==> src/rtl/dht11_sample_scheduler.sv <==
// DHT11 measurement sequencer: timed/forced read starts with a minimum re-trigger gap,
// per-transaction timeout, checksum verification, bounded retries and published status.
module dht11_sample_scheduler #(
  parameter int CLK_HZ     = 100_000_000,
  parameter int PERIOD_MS  = 3000,
  parameter int MIN_GAP_MS = 2000,
  parameter int TIMEOUT_MS = 10,
  parameter int MAX_RETRY  = 3
) (
  input  logic        clk,
  input  logic        reset_n,
  input  logic        enable,
  input  logic        force_req,
  output logic        rd_start,
  input  logic        rd_done,
  input  logic        rd_err,
  input  logic [39:0] rd_data,
  output logic [7:0]  humidity,
  output logic [7:0]  temperature,
  output logic        data_valid,
  output logic        sample_stb,
  output logic        sensor_fault,
  output logic [7:0]  err_cnt,
  output logic [5:0]  state_dbg
);

  localparam int TICK_DIV = (CLK_HZ / 1000 < 1) ? 1 : CLK_HZ / 1000;
  localparam int PW       = (TICK_DIV > 1) ? $clog2(TICK_DIV) : 1;
  localparam int MS_W     = 16;
  localparam int RW       = $clog2(MAX_RETRY + 1);

  typedef enum logic [5:0] {
    S_IDLE  = 6'b000001,
    S_WAIT  = 6'b000010,
    S_START = 6'b000100,
    S_BUSY  = 6'b001000,
    S_CHECK = 6'b010000,
    S_RETRY = 6'b100000
  } state_t;

  state_t          r_state;
  state_t          w_next;
  logic [PW-1:0]   r_presc;
  logic [MS_W-1:0] r_ms_cnt;
  logic [RW-1:0]   r_retry_cnt;
  logic [39:0]     r_shadow;
  logic            r_force_pend;
  logic            r_rd_start;
  logic            r_sample_stb;
  logic            r_data_valid;
  logic            r_sensor_fault;
  logic [7:0]      r_humidity;
  logic [7:0]      r_temperature;
  logic [7:0]      r_err_cnt;

  logic w_tick, w_period_hit, w_gap_hit, w_timeout_hit, w_retry_left, w_frame_ok;
  logic w_state_chg, w_pass, w_round_fail, w_enter_retry, w_enter_start, w_capture;

  // Byte sum of the first four bytes must match the checksum; an all-zero frame is rejected.
  function automatic logic f_frame_ok(input logic [39:0] frame);
    logic [7:0] sum;
    sum = frame[39:32] + frame[31:24] + frame[23:16] + frame[15:8];
    return (sum == frame[7:0]) && (frame != 40'd0);
  endfunction

  assign w_tick        = (r_presc == PW'(TICK_DIV - 1));
  assign w_period_hit  = (r_ms_cnt >= MS_W'(PERIOD_MS));
  assign w_gap_hit     = (r_ms_cnt >= MS_W'(MIN_GAP_MS));
  assign w_timeout_hit = (r_ms_cnt >= MS_W'(TIMEOUT_MS));
  assign w_retry_left  = (r_retry_cnt < RW'(MAX_RETRY));
  assign w_frame_ok    = f_frame_ok(r_shadow);

  assign w_state_chg   = (w_next != r_state);
  assign w_pass        = (r_state == S_CHECK) && (w_next == S_WAIT);
  assign w_round_fail  = (r_state == S_RETRY) && (w_next == S_WAIT);
  assign w_enter_retry = w_state_chg && (w_next == S_RETRY);
  assign w_enter_start = w_state_chg && (w_next == S_START);
  assign w_capture     = (r_state == S_BUSY) && (w_next == S_CHECK);

  // Next-state selection; enable low overrides every state.
  always_comb begin
    w_next = r_state;
    if (!enable) begin
      w_next = S_IDLE;
    end else begin
      case (r_state)
        S_IDLE:  w_next = S_WAIT;
        S_WAIT: begin
          if (w_period_hit || (r_force_pend && w_gap_hit)) w_next = S_START;
          else                                             w_next = S_WAIT;
        end
        S_START: w_next = S_BUSY;
        S_BUSY: begin
          if (rd_err)             w_next = S_RETRY;
          else if (rd_done)       w_next = S_CHECK;
          else if (w_timeout_hit) w_next = S_RETRY;
          else                    w_next = S_BUSY;
        end
        S_CHECK: begin
          if (w_frame_ok) w_next = S_WAIT;
          else            w_next = S_RETRY;
        end
        S_RETRY: begin
          if (!w_retry_left)  w_next = S_WAIT;
          else if (w_gap_hit) w_next = S_START;
          else                w_next = S_RETRY;
        end
        default: w_next = S_IDLE;
      endcase
    end
  end

  // State register and millisecond timebase; both timers restart on every state change.
  always_ff @(posedge clk or negedge reset_n) begin
    if (!reset_n) begin
      r_state  <= S_IDLE;
      r_presc  <= {PW{1'b0}};
      r_ms_cnt <= {MS_W{1'b0}};
    end else begin
      r_state <= w_next;
      if (w_state_chg) begin
        r_presc  <= {PW{1'b0}};
        r_ms_cnt <= {MS_W{1'b0}};
      end else if (w_tick) begin
        r_presc <= {PW{1'b0}};
        if (r_ms_cnt != {MS_W{1'b1}}) r_ms_cnt <= r_ms_cnt + 1'b1;
      end else begin
        r_presc <= r_presc + 1'b1;
      end
    end
  end

  // Strobes, retry bookkeeping and the published sample/status registers.
  always_ff @(posedge clk or negedge reset_n) begin
    if (!reset_n) begin
      r_rd_start     <= 1'b0;
      r_sample_stb   <= 1'b0;
      r_force_pend   <= 1'b0;
      r_shadow       <= 40'd0;
      r_retry_cnt    <= {RW{1'b0}};
      r_err_cnt      <= 8'd0;
      r_humidity     <= 8'd0;
      r_temperature  <= 8'd0;
      r_data_valid   <= 1'b0;
      r_sensor_fault <= 1'b0;
    end else begin
      r_rd_start   <= w_enter_start;
      r_sample_stb <= w_pass;
      // A request arriving on the same edge as a start survives for the next window.
      if (force_req && (r_state != S_IDLE)) r_force_pend <= 1'b1;
      else if (w_enter_start)               r_force_pend <= 1'b0;
      if (w_capture) r_shadow <= rd_data;
      if (w_pass || w_round_fail) r_retry_cnt <= {RW{1'b0}};
      else if (w_enter_retry)     r_retry_cnt <= r_retry_cnt + 1'b1;
      if (w_enter_retry && (r_err_cnt != 8'hFF)) r_err_cnt <= r_err_cnt + 8'd1;
      if (w_pass) begin
        r_humidity     <= r_shadow[39:32];
        r_temperature  <= r_shadow[23:16];
        r_data_valid   <= 1'b1;
        r_sensor_fault <= 1'b0;
      end else if (w_round_fail) begin
        r_data_valid   <= 1'b0;
        r_sensor_fault <= 1'b1;
      end
    end
  end

  assign rd_start     = r_rd_start;
  assign sample_stb   = r_sample_stb;
  assign humidity     = r_humidity;
  assign temperature  = r_temperature;
  assign data_valid   = r_data_valid;
  assign sensor_fault = r_sensor_fault;
  assign err_cnt      = r_err_cnt;
  assign state_dbg    = r_state;

endmodule
==> config.mk <==
export PLATFORM = sky130hd
export DESIGN_NAME = dht11_sample_scheduler
export DESIGN_NICKNAME = d
export VERILOG_FILES = /design/src/rtl/dht11_sample_scheduler.sv
export SDC_FILE = /design/constraint.sdc
export NUM_CORES = 1
export LEC_CHECK = 0
export ABC_AREA = 1
export CORE_ASPECT_RATIO = 1.75
export CORE_MARGIN = 3
export CORE_UTILIZATION = 30
export DETAILED_ROUTE_END_ITERATION = 6
export PLACE_DENSITY = 0.55
export SLEW_MARGIN = 15
export SYNTH_ARGS = -nofsm -noshare
export SYNTH_HDL_FRONTEND = slang
export SYNTH_SLANG_ARGS = --single-unit
==> constraint.sdc <==
create_clock -name clk -period 3.62 [get_ports clk]
set_input_delay 0.543 -clock clk [delete_from_list [all_inputs] [get_ports clk]]
set_output_delay 0.543 -clock clk [all_outputs]
set_load 0.01 [all_outputs]
# Word level (Yosys, flattened, before mapping)
# Index checks and enable logic that the tools add are counted.
# classes
addsub	7
mul	0
div_mod_pow	0
order_cmp	4
eq_ne	16
shifts	0
muxes	22
bitwise_logic	0
reduce_logical	18
# op_table
operator	n
$mux W16	3
$mux W6	7
$reduce_bool A40 Y1	1
$pmux W6 S6	1
$mux W17	2
$add A8 B8 Y8	3
$add A17 B1 Y17 const B	1
$eq A17 B17 Y1 const B	1
$add A16 B1 Y16 const B	1
$ge A16 B11 Y1 const B	1
$ge A16 B12 Y1 const B	1
$ge A16 B4 Y1 const B	1
$ne A16 B16 Y1 const B	1
$eq A6 B2 Y1 const B	2
$eq A6 B3 Y1 const B	2
$eq A6 B5 Y1 const B	2
$eq A6 B6 Y1 const B	2
$reduce_bool A2 Y1	5
$logic_and A1 B1 Y1	9
$add A8 B1 Y8 const B	1
$eq A8 B8 Y1	1
$ne A8 B8 Y1 const B	1
$eq A6 B1 Y1 const B	1
$eq A6 B4 Y1 const B	1
9 further kinds	16
# word_totals
regBits	110
latchBits	0
mem_bits_rw	0
rom_bits	0
in_bits	46
word_cells	80
memories	0

# Depth between registers and ports, before layout
# Gate-level depths: netlist of run 1.
# depth
depth_word	12
depth_mapped	24
depth_no_buf	24

# Worst setup path after synthesis of run 1
# No wires, ideal clock.
# synth_timing
path_type	reg2reg
start	register r_shadow[9]
end	register r_presc[14]
setup_time_ps	68
t_arrival_ps	3589
required_time_ps	3552
slack_ps	-37
path_stages_with_launch	24
n_path_buf	1
period_less_slack_ps	3657
path_cell_list	dfrtp_1 fa_1 inv_1 fa_1 inv_1 ha_1 fa_1 or2_1 nand3_1 nand2_1 inv_1 nand2_1 nor2_1 nand3_1 nor2_1 nand2_1 nand2_1 nand2_2 nand2_1 nand2_1 nand2_1 nand3_4 buf_12 nor2_4
# synth_between
elab_chain_cells	8
word_cells_on_any_way	9
classes_between	add/sub (1); eq/ne (2); mux (4); reduce/logical (2)
# synth_rtl
item	line_no	source
from (decl)	46	logic [39:0] r_shadow;
from (signal assigned)	152	if (w_capture) r_shadow <= rd_data;
$add A8 B8 Y8	62	sum = frame[39:32] + frame[31:24] + frame[23:16] + frame[15:8];
$eq A8 B8 Y1	63	return (sum == frame[7:0]) && (frame != 40'd0);
$logic_and A1 B1 Y1 *	63	
$mux W6 *	100	if (w_frame_ok) w_next = S_WAIT;
$pmux W6 S6 *	86	case (r_state)
$mux W6 *	83	if (!enable) begin
$ne A6 B6 Y1 *	73	assign w_state_chg = (w_next != r_state);
$mux W17 *	121	if (w_state_chg) begin
to (signal assigned)	122	r_presc <= {PW{1'b0}};
to (signal assigned)	125	r_presc <= {PW{1'b0}};
to (signal assigned)	128	r_presc <= r_presc + 1'b1;
to (decl)	43	logic [PW-1:0] r_presc;
# Mark *: on every way between the ends. The rest lies on a longest branch, timed or not.
# A chain may end at the register's enable or synchronous reset.

# Final worst setup path of run 1
# layout_timing
start	register r_shadow[9]
end	register r_presc[15]
# Same word-level chain as after synthesis.

==> impl_metrics.json, run 1 <==
{
  "status": "finished, violations left",
  "violations": "negative setup slack",
  "synth_async_sr_flop_share_pct": 100.0,
  "clockBufferDepth": 2,
  "synthTopCellsByCount": "nand2_1, inv_1, dfrtp_1",
  "dieArea_um2": 22650,
  "synth-simple-area-share_pct": 25.87,
  "hold_viol_final": 0,
  "rsz0062_at_grt": "yes",
  "grt_pass1_wl_mm": 26.88,
  "fp.dieW_um": 115.1,
  "max_stage_delay_ps": 550,
  "hold_buffers": 0,
  "clkSinkCount": 110,
  "hold_class": "in2async",
  "clock_latency_ps": 360,
  "max_freq_mhz": 270.0,
  "synth_top_family_by_area": "simple AND/OR/NAND/NOR gates",
  "crit_slowest_cell": "fa_1",
  "synth.largest_area_cell": "dfrtp_1",
  "synth_edf_count": 0,
  "syn_to_final_growth_pct": 32.06,
  "die-height_um": 196.9,
  "nFillCells": 2067,
  "period_minus_slack_ps": 3704,
  "port_buffers": 79,
  "cp-start-kind": "register",
  "num_io_pins": 80,
  "drt-pass1-iter-count": 4,
  "relSlewSlack_pct": 47.64,
  "synth_cells": 764,
  "cts_root_buf": "clkbuf_16",
  "setup_ws_ps": -83.87,
  "synth-seq-area-share_pct": 44.10,
  "wl_mm": 16.42,
  "path_clk_slew_ps": 80,
  "ys_ff_latch": 110,
  "vias": 5119,
  "register_area_um2": 2754,
  "multi_input_area_um2": 3197,
  "path_cells": "fa_1 > inv_2 > fa_1 > inv_2 > ha_4 > fa_2 > or2_1 > nand3_1 > nand2_1 > inv_1 > nand2_1 > nor2_1 > nand3_1 > nor2_2 > nand3_2 > nand2_4 > nand3_1 > nand2_1 > nor2_2 > nand3_4 > clkbuf_16 > nor2_4",
  "h-tree-depth": 3,
  "yosys.cell_count.top_type": "nand2_1",
  "arrival_ps": 3940,
  "post-dp-hpwl_mm": 12.59,
  "setup_violations": 43,
  "cts_buffers": 9,
  "place_ws_ps": -183.1,
  "synth_cell_types": 39,
  "tns_ps": -2131,
  "drt_iter0_markers": 100,
  "cts_tree": "built",
  "p_leak_nw": 3.859,
  "synth_area_um2": 6245,
  "skew_ps": 18.04,
  "grt_max_degree": 60,
  "synth_mux_area_share_pct": 2.404,
  "fin_area_um2": 8247,
  "synth-xor-area-share_pct": 5.049,
  "ant_nets": 0,
  "antenna_found_initial": 0,
  "num_antenna_cells": 0,
  "synth.top_cells.by_area": "dfrtp_1, nand2_1, inv_1",
  "total_power_mw": 2.496,
  "end_kind": "register",
  "floorplan.rows": 69,
  "drive_above_1_share_pct": 15.81,
  "grt_overflow": 0,
  "yosysWarnings": 0,
  "synth_fa_ha_area_share_pct": 6.892,
  "place_area_um2": 7470,
  "slew_violations": 0,
  "finalCritPeriodShare_pct": 102.3,
  "crit_fanout": 8,
  "worst_slew_pin_slew_ps": 785.5,
  "syn_area_per_cell_um2": 8.174,
  "fin_nets": 946,
  "drt-vias-per-instance": 4.542,
  "synth_compound_area_share_pct": 6.011,
  "grt_pass1_vias": 5369,
  "core_area_um2": 20370,
  "worstSetupPathType": "reg2reg",
  "maxCapViolCount": 0,
  "synth.top_cell.area_share_pct": 43.68,
  "wire_per_inst_um": 14.57,
  "synth_nets": 836,
  "utilization_pct": 40.48,
  "drc": 0,
  "track_usage_pct": 15.28,
  "gp_congestion": 0.8611,
  "initial_core_util_pct": 30.65,
  "synth_ff_type": "dfrtp_1",
  "ir_worst_vdd_uv": 182.2,
  "cp.required_ps": 3860,
  "power_density_nw_per_um2": 302.7
}
[path summary, 6_finish.rpt]
kind | startpoint | end | slack, ps | cells past startpoint
worst max-delay path | r_shadow[9]$_DFFE_PN0P_ | r_presc[15]$_DFF_PN0_ | -80 | 22
worst min-delay path | reset_n | r_ms_cnt[8]$_DFFE_PN0P_ | 270 | 1
worst max register to register | r_shadow[9]$_DFFE_PN0P_ | r_presc[15]$_DFF_PN0_ | -80 | 22
worst min register to register | r_presc[0]$_DFF_PN0_ | r_presc[0]$_DFF_PN0_ | 470 | 1
max in group asynchronous | reset_n | temperature[7]$_DFFE_PN0P_ | 2590 | 2
min in group clk | r_presc[0]$_DFF_PN0_ | r_presc[0]$_DFF_PN0_ | 470 | 1
[layout make-up]
class                      instances  area share (%)
clock buffer                      11           2.943
clock inverter                     5          0.4703
inverter                         136           6.312
multi-input combinational        504           38.77
sequential                       110           33.39
tap                              248           3.763
timing repair buffer             113           14.35
[stage by stage]
stage	std cells	hold slack, ps
after floorplan	764	247.4
after global placement	1098	458.9
after detailed placement	1098	464.8
after CTS	1121	297.4
after global routing	1127	336.1
final	1127	268.7
[sequential cells by signal (all words and copies together) (netlist names)]
register and count:
r_shadow 40, r_presc 17, r_ms_cnt 16, err_cnt 8, humidity 8, temperature 8
state_dbg 6, r_retry_cnt 2, data_valid 1, r_force_pend 1, rd_start 1, sample_stb 1
sensor_fault 1
[where the power goes]
| group | leakage (nW) | switching, mW | internal (mW) | total [mW] |
|---|---|---|---|---|
| Sequential | 1.38 | 0.0128 | 1.24 | 1.25 |
| Clock | 0.142 | 0.478 | 0.495 | 0.973 |
| Combinational | 2.33 | 0.156 | 0.115 | 0.272 |
| Total | 3.86 | 0.647 | 1.85 | 2.50 |
[worst max-delay path: cells and delay by family, from the launching register on]
kind                     cells  cell delay (ps)
adder cells (fa/ha/maj)      4             1560
AND/OR/NAND/NOR             14             1290
flip-flops                   1              400
buffers and inverters        4              330
[cells by family (layout without fill, tap and decap cells)]
group           Yosys count  count (layout)
flops                   110             110
simple gates            355             356
mux                      15              15
fa+ha+maj                26              26
buf+inv                 151             265
xor+xnor                 36              36
compound gates           71              71
[what timing repair did]
action,4_1_cts,5_1_grt
setup buffers,4,4
resized for setup,41,54
pin swaps,8,11
cloned,3,2
setup endpoints to repair,61,62
[layer usage]
layer,part of all wire (%),global-route usage [%],up-vias
li1,-,-,2606
met1,37,15.84,2388
met2,56,28.95,91
met3,2.5,1.966,34
met4,4.7,8.181,0
met5,0,0,-
[cell usage in the layout, fill, tap and decap left out, types with 6 or more instances in the layout]
master / n
mux2i_1: 15
nor3_1: 15
nor2_4: 14
o21ai_0: 37
nand2_2: 23
nand2_1: 134
dfrtp_1: 109
clkdlybuf4s50_1: 78
ha_1: 11
nor2_2: 6
nand2_4: 11
clkbuf_16: 11
o21ai_2: 8
inv_1: 128
fa_1: 13
nand3_1: 48
o21ai_1: 13
nand4_1: 12
xnor2_1: 9
xor2_1: 27
nor2_1: 69
nor3_2: 6
buf_4: 23
(Power assumes the default switching activity.)
==> inputs of run 2 (changes only) <==
Settings changed: CTS_CLUSTER_DIAMETER set to 120.
==> results of run 2 <==
Final layout, timing and power as in run 1 (identical DEF).
==> inputs of run 3 (changes only) <==
Settings changed: ABC_CLOCK_PERIOD_IN_PS set to 3300, CORE_ASPECT_RATIO 1.75 to 1.25.
Clock period 3.62 ns to 3.3 ns, I/O delays scaled along.
==> impl_metrics.json, run 3 (synthesis gave the netlist of run 1 again) <==
{
  "h-tree-depth": 3,
  "cts_buffers": 9,
  "drive_above_1_share_pct": 16.63,
  "maxCapViolCount": 0,
  "period_minus_slack_ps": 3656,
  "cp_top_family": "adder cells",
  "place_area_um2": 7719,
  "die-height_um": 167.3,
  "grt_pass1_wl_mm": 25.27,
  "p_leak_nw": 3.931,
  "worst-path-buf-inv": 5,
  "cts_root_buf": "clkbuf_16",
  "core_area_um2": 20320,
  "cp-start-kind": "register",
  "power_density_nw_per_um2": 350.4,
  "relSlewSlack_pct": 57.35,
  "track_usage_pct": 14.11,
  "cp.required_ps": 3580,
  "grt_overflow": 0,
  "reg_top3": "r_shadow (40), r_presc (17), r_ms_cnt (16)",
  "worstSetupPathType": "reg2reg",
  "initial_core_util_pct": 30.73,
  "tns_ps": -17250,
  "crit_slowest_cell": "fa_1",
  "finalCritPeriodShare_pct": 110.8,
  "skew_ps": 12.14,
  "slew_violations": 0,
  "end_kind": "register",
  "clockBufferDepth": 2,
  "final_cell_mix": "nand2_1, inv_1, dfrtp_1, clkdlybuf4s50_1, nor2_1",
  "hold_class": "in2async",
  "post-dp-hpwl_mm": 11.61,
  "cp-endpoint": "r_ms_cnt[14]$_DFFE_PN0P_",
  "arrival_ps": 3940,
  "port_buffers": 79,
  "timing.rr.end": "r_ms_cnt[14]$_DFFE_PN0P_",
  "r2r-start": "r_shadow[25]$_DFFE_PN0P_",
  "wire_per_inst_um": 13.07,
  "hold_viol_final": 0,
  "gp_congestion": 0.8162,
  "r2r_slack_ps": -360,
  "ir_worst_vdd_uv": 242.4,
  "drc": 0,
  "worst_slew_pin_slew_ps": 639.8,
  "nFillCells": 2051,
  "setup_ws_ps": -356.2,
  "rsz0062_at_grt": "yes",
  "dieArea_um2": 22590,
  "ant_nets": 0,
  "setup_violations": 63,
  "wl_mm": 15.16,
  "vias": 5090,
  "path_clk_slew_ps": 80,
  "regMostFlops": "r_shadow",
  "grt_max_degree": 66,
  "floorplan.rows": 58,
  "fp.dieW_um": 135.0,
  "path_cells": "fa_1 > inv_1 > fa_1 > inv_2 > ha_4 > fa_2 > buf_4 > nand4_1 > nand3_1 > nand3_1 > nand2_1 > nor2_1 > nor2_2 > nand2_1 > nand2_1 > nand2_2 > nand2_2 > buf_6 > nand2_4 > nand2_4 > clkbuf_16 > nor3_4",
  "clock_latency_ps": 360,
  "crit_start": "r_shadow[25]$_DFFE_PN0P_",
  "crit_fanout": 5,
  "violations": "negative setup slack",
  "cts_tree": "built",
  "status": "finished, violations left",
  "drt-pass1-iter-count": 4,
  "drt_iter0_markers": 331,
  "cp.depth": 22,
  "critPathMostFrequentCell": "nand2_1",
  "largest_reg_flops": 40,
  "hold_buffers": 0,
  "syn_to_final_growth_pct": 34.24,
  "drt-vias-per-instance": 4.388,
  "max_stage_delay_ps": 530,
  "final_common_cell": "nand2_1",
  "place_ws_ps": -423.3,
  "antenna_found_initial": 0,
  "clkSinkCount": 110,
  "fin_nets": 957,
  "grt_pass1_vias": 5183,
  "fin_area_um2": 8383,
  "max_freq_mhz": 273.5,
  "num_antenna_cells": 0,
  "reg2reg_depth": 22,
  "num_io_pins": 80,
  "whs_ps": 161.4
}
==> run 3: cell count changes in the layout (fill, tap and decap cells not counted), sizes merged <==
cell,change
clkbuf,-3
bufinv,+2
clkinv,-1
buf,+12
inv,+1
==> run 3: per-stage QoR <==
step           power (mW)  instances  util, %
3_5_place_dp        1.673       1138    37.99
6_report            2.938       1160    41.26
5_1_grt             3.074       1160    41.26
4_1_cts             2.949       1157    40.17
3_3_place_gp        1.670       1138    37.99
2_1_floorplan       1.511        764        -
==> run 3: worst min-delay path by stage <==
stage | slack, ps | to
after floorplan | 200 | data_valid$_DFFE_PN0P_
after global placement | 460 | r_presc[0]$_DFF_PN0_
after detailed placement | 460 | r_presc[0]$_DFF_PN0_
after CTS | 180 | r_ms_cnt[2]$_DFFE_PN0P_
after global routing | 210 | r_ms_cnt[2]$_DFFE_PN0P_
final | 160 | r_ms_cnt[2]$_DFFE_PN0P_
==> run 3: worst register-to-register path, stage by stage (launching register included) <==
cell and delay (ps):
dfrtp_1 400, fa_1 530, inv_1 50, fa_1 490, inv_2 50, ha_4 150
fa_2 350, buf_4 150, nand4_1 90, nand3_1 100, nand3_1 100, nand2_1 50
nor2_1 110, nor2_2 60, nand2_1 60, nand2_1 60, nand2_2 110, nand2_2 70
buf_6 150, nand2_4 50, nand2_4 70, clkbuf_16 170, nor3_4 170
==> run 3: layer usage <==
layer,GRT usage [%],vias to the layer above,part of all wire [%]
li1,-,2631,-
met3,2.133,16,3.0
met4,4.998,0,1.8
met5,0,-,0
met1,17.05,2362,43
met2,25.36,81,53
==> run 3: layout make-up <==
class / count / area [um2] / area share, %
clock buffers: 9 / 225.2 / 2.687
inverters: 136 / 513.0 / 6.119
flip-flops and latches: 110 / 2754 / 32.85
repair buffers: 124 / 1246 / 14.87
multi-input cells: 504 / 3196 / 38.12
clock inverters: 7 / 111.4 / 1.328
well taps: 270 / 337.8 / 4.030
==> run 3: timing repair <==
action / in CTS / in global routing
pin swaps: 11 / 12
gates cloned: 1 / 1
buffers inserted: 3 / 2
setup endpoints to repair: 63 / 64
resized for setup: 25 / 48
==> run 3: where the power goes <==
part | switching (mW) | internal (mW)
Combinational | 0.189 | 0.141
Clock | 0.550 | 0.686
Sequential | 0.0117 | 1.36
Total | 0.751 | 2.19
